### config.mk
export PLATFORM = sky130hd
export DESIGN_NAME = atanh_sar_4bit
export DESIGN_NICKNAME = d
export VERILOG_FILES = /design/src/rtl/atanh_sar_4bit.sv
export SDC_FILE = /design/constraint.sdc
export NUM_CORES = 1
export LEC_CHECK = 0
export ABC_AREA = 1
export BUFFER_PORTS_ARGS = -buffer_cell sky130_fd_sc_hd__buf_2
export CAP_MARGIN = 20
export CORE_UTILIZATION = 25
export CTS_CLUSTER_SIZE = 20
export DETAILED_ROUTE_END_ITERATION = 7
export GPL_TIMING_DRIVEN = 1
export PLACE_DENSITY = 0.51
export SKIP_CTS_REPAIR_TIMING = 1
export SKIP_LAST_GASP = 1
export SLEW_MARGIN = 25
export SYNTH_ARGS = -nofsm -noshare
export SYNTH_HDL_FRONTEND = slang
export SYNTH_SLANG_ARGS = --single-unit
### constraint.sdc
create_clock -name clk -period 2.6 [get_ports clk]
set_input_delay 0.52 -clock clk [delete_from_list [all_inputs] [get_ports clk]]
set_output_delay 0.52 -clock clk [all_outputs]
set_load 0.01 [all_outputs]
### src/rtl/atanh_sar_4bit.sv
`default_nettype none
// ============================================================================
// Module   : atanh_sar_4bit
// Purpose  : Inverse 4-bit tanh via 4-step successive approximation over an
//            exact tanh table; valid/ready on both sides, one job in flight.
// Revision : 1.0 - initial release
// ============================================================================
module atanh_sar_4bit #(
   parameter int CNT_W = 8
) (
   input  logic             clk,
   input  logic             rst_n,
   input  logic             in_valid,
   output logic             in_ready,
   input  logic [3:0]       In,
   output logic             out_valid,
   input  logic             out_ready,
   output logic [3:0]       Out1,
   output logic             busy,
   output logic [CNT_W-1:0] conv_cnt
);

   typedef enum logic [1:0] {
      S_IDLE   = 2'd0,
      S_SEARCH = 2'd1,
      S_DONE   = 2'd2
   } state_t;

   state_t           r_state;
   state_t           w_state_nxt;
   logic [1:0]       r_bit;
   logic [3:0]       r_y;
   logic [3:0]       r_result;
   logic [CNT_W-1:0] r_cnt;
   logic [3:0]       w_trial;

   // T(k) = round(16*tanh(k/4)), saturated at 15; monotone non-decreasing
   function automatic logic [3:0] tanh_lut(input logic [3:0] k);
      case (k)
         4'd0:    tanh_lut = 4'd0;
         4'd1:    tanh_lut = 4'd4;
         4'd2:    tanh_lut = 4'd7;
         4'd3:    tanh_lut = 4'd10;
         4'd4:    tanh_lut = 4'd12;
         4'd5:    tanh_lut = 4'd14;
         4'd6:    tanh_lut = 4'd14;
         default: tanh_lut = 4'd15;
      endcase
   endfunction

   always_ff @(posedge clk or negedge rst_n) begin
      if (!rst_n) r_state <= S_IDLE;
      else        r_state <= w_state_nxt;
   end

   always_comb begin
      w_state_nxt = r_state;
      case (r_state)
         S_IDLE:   if (in_valid)     w_state_nxt = S_SEARCH;
         S_SEARCH: if (r_bit == 2'd0) w_state_nxt = S_DONE;
         S_DONE:   if (out_ready)    w_state_nxt = S_IDLE;
         default:                    w_state_nxt = S_IDLE;
      endcase
   end

   assign w_trial = r_result | (4'b0001 << r_bit);

   // Monotone table makes the greedy MSB-first search land on the largest k
   always_ff @(posedge clk or negedge rst_n) begin
      if (!rst_n) begin
         r_y      <= 4'd0;
         r_result <= 4'd0;
         r_bit    <= 2'd3;
         r_cnt    <= '0;
      end else begin
         case (r_state)
            S_IDLE: begin
               if (in_valid) begin
                  r_y      <= In;
                  r_result <= 4'd0;
                  r_bit    <= 2'd3;
               end
            end
            S_SEARCH: begin
               if (tanh_lut(w_trial) <= r_y) r_result <= w_trial;
               r_bit <= r_bit - 2'd1;
            end
            S_DONE: begin
               if (out_ready) r_cnt <= r_cnt + CNT_W'(1);
            end
            default: ;
         endcase
      end
   end

   // rst_n gating keeps in_ready low while reset holds the FSM in IDLE
   assign in_ready  = rst_n && (r_state == S_IDLE);
   assign out_valid = (r_state == S_DONE);
   assign busy      = (r_state != S_IDLE);
   assign Out1      = r_result;
   assign conv_cnt  = r_cnt;

endmodule
`default_nettype wire
==> out/results.ini <==
[status]
status=complete, no violations

[synthesis]
synth_area_um2=1130
yosysTopAreaCell=dfrtp_1
yosys_warnings=0
netlist.area_leader.share=0.398
ys_seq_area_frac=0.445
yosys-top-cells-area=dfrtp_1 (40%), nand2_1 (12%), ha_1 (10%)
synth.distinct_cells=22
avgSynthCellArea_um2=8.38
ys_seq_elements=20
synth_cells=135
syn_nets=152

[sta]
finalSetupViolations=0
fin_crit_sh=0.897
fmax_mhz=429
clock_skew_ns=0.00166
slew_headroom=0.798
setup_tns_ns=0
layout_setup_ws_ns=0.269
post-route-min-period_ns=2.33
finalHoldViolations=0
tightest_slew_ns=0.302
rsz0062_at_grt=no
drv_slew=0
hold_slack_ns=0.241

[global_routing]
gr-usage-all-layers=0.101
grt_pass1_vias=869
grt_start_max_net_pins=21
grt_pass1_wl_mm=3.89
antenna_found_initial=0
overflow=0

[worst_setup_path]
crit_top_cell=nand2_1
crit_slowest_cell=dfstp_2
end_kind=flip-flop
critPathMaxFanout=5
start_kind=flip-flop
cp_data_required_time_ns=2.75
critPathKind=reg -> reg
crit_arrival_ns=2.48
path_cells=inv_1 > ha_1 > nor2_1 > nand2_1 > inv_1 > o21ai_0 > ha_1 > nand2_1 > inv_1 > nand2_1 > nand2_1 > nand2_1 > nand2_2 > nand2_1 > nand2_1
critPathMaxStageDelay_ns=0.55

[placement]
dpl_worst_slack_ns=0.271
port_buffers=22
placed_area_um2=1310
place.gp.congestion=0.766
hpwl_mm=1.66
dp.cells=210

[finish]
layout.nets=180
final_common_cell=nand2_1
final_layout_size_suffix_gt1_frac=0.235
utilization=0.314
final_cell_area_um2=1370
syn2layout_area_growth_pct=21.0
diodes=0
layout_common_cells=nand2_1 (37), inv_1 (22), buf_2 (22)
fin_cells=214

[routing]
wl_mm=2.14
drc_errors=0
first_iter_violations=20
wl_per_cell_um=10.0
ant_nets=0
first_pass_iters=4
via_count=878
vias_per_cell=4.10

[clocking]
cts_num_sinks=20
cts_buffer_depth=2
cts_buffers=3
clock_latency_ns=0.25
cts_root_buf=clkbuf_8
cts_tree=done
htree_num_levels=1
clkTransAtPathRegs_ns=0.07

[die]
die_y_um=69.3
core_area_um2=4350
ioPinCount=23
rows=24
initial_utilization=0.260
die_x_um=69.3
dieArea_um2=4800

[pwr]
switchingPower_mw=0.709
ir_drop_v=0.000481
p_clk_frac=0.145
p_int_mw=0.893
seqPwrFrac=0.338
power.leakage_nw=0.757
p_total_mw=1.60
powerDensity_nw_per_um2=1170
power_switching_share=0.443
pwr-share-comb=0.518

[flow_run]
drv_cap=0

[min_path]
min_path_type=in -> async

[worst max-delay path, delay by kind of cell, from the launching register on]
family | cells | cell delay (ns)
flops | 1 | 0.55
buf+inv | 3 | 0.20
fa+ha+maj | 2 | 0.51
simple gates | 9 | 0.87
compound gates | 1 | 0.09
[synthesized netlist by cell type]
cell       count
inv_1         22
nand4_1        3
nand2_2        1
inv_2          1
a21oi_1        2
nand3_1        5
dfstp_2        2
o211ai_1       1
nand3_4        1
ha_1           9
xor2_1         2
o31ai_1        1
dfrtp_1       18
nor2_4         1
nor2_2         2
a2bb2oi_1      1
nand2_1       37
inv_4          1
xnor2_1        5
nor2_1        10
o21ai_0        8
nand3_2        2
[state kept, by name, indices dropped and copies added (netlist names)]
register and cells:
r_y 4, Out1 4, r_state 2, conv_cnt 8, r_bit 2
[cell type report]
| cell class | count | area [µm²] |
|---|---|---|
| Clock buffer | 4 | 55.1 |
| Fill cell | 476 | 2990 |
| Inverter | 24 | 92.6 |
| Multi-Input combinational cell | 91 | 536 |
| Sequential cell | 20 | 503 |
| Tap cell | 52 | 65.1 |
| Timing Repair Buffer | 23 | 118 |
[layer usage]
layer,vias up,share of wire,GRT usage
met3,2,0.043,0.0349
met2,17,0.42,0.154
met1,385,0.52,0.137
met5,-,0,0
met4,0,0.0075,0.0272
li1,474,-,-
[power groups by stage]
stage / Sequential, mW / Combinational, mW / Clock, mW
floorplan: 0.557 / 0.595 / 0
global placement: 0.547 / 0.850 / 0
detailed placement: 0.548 / 0.836 / 0
CTS: 0.543 / 0.846 / 0.251
global route: 0.561 / 0.975 / 0.260
finish: 0.541 / 0.829 / 0.232
[kinds of logic after synthesis]
group,count (synthesis),synth area share
AO/OA/AOI/OAI,13,0.0653
adder cells (fa/ha/maj),9,0.0996
flip-flops,20,0.445
XOR/XNOR,7,0.0542
buffers and inverters,24,0.0819
AND/OR/NAND/NOR,62,0.254
[worst paths after layout]
check / slack [ns] / from / depth (start not counted) / end
setup / recovery: 0.27 / r_bit[0]$_DFFE_PN1P_ / 15 / Out1[2]$_DFFE_PN0P_
hold / removal: 0.24 / rst_n / 2 / conv_cnt[0]$_DFFE_PN0P_
setup reg to reg: 0.27 / r_bit[0]$_DFFE_PN1P_ / 15 / Out1[2]$_DFFE_PN0P_
hold reg to reg: 0.46 / conv_cnt[7]$_DFFE_PN0P_ / 1 / conv_cnt[7]$_DFFE_PN0P_
max in group asynchronous: 2.09 / rst_n / 2 / r_bit[0]$_DFFE_PN1P_
min in group clk: 0.46 / In[0] / 3 / r_y[0]$_DFFE_PN0P_
No activity file was read; power rests on OpenSTA's default activity.
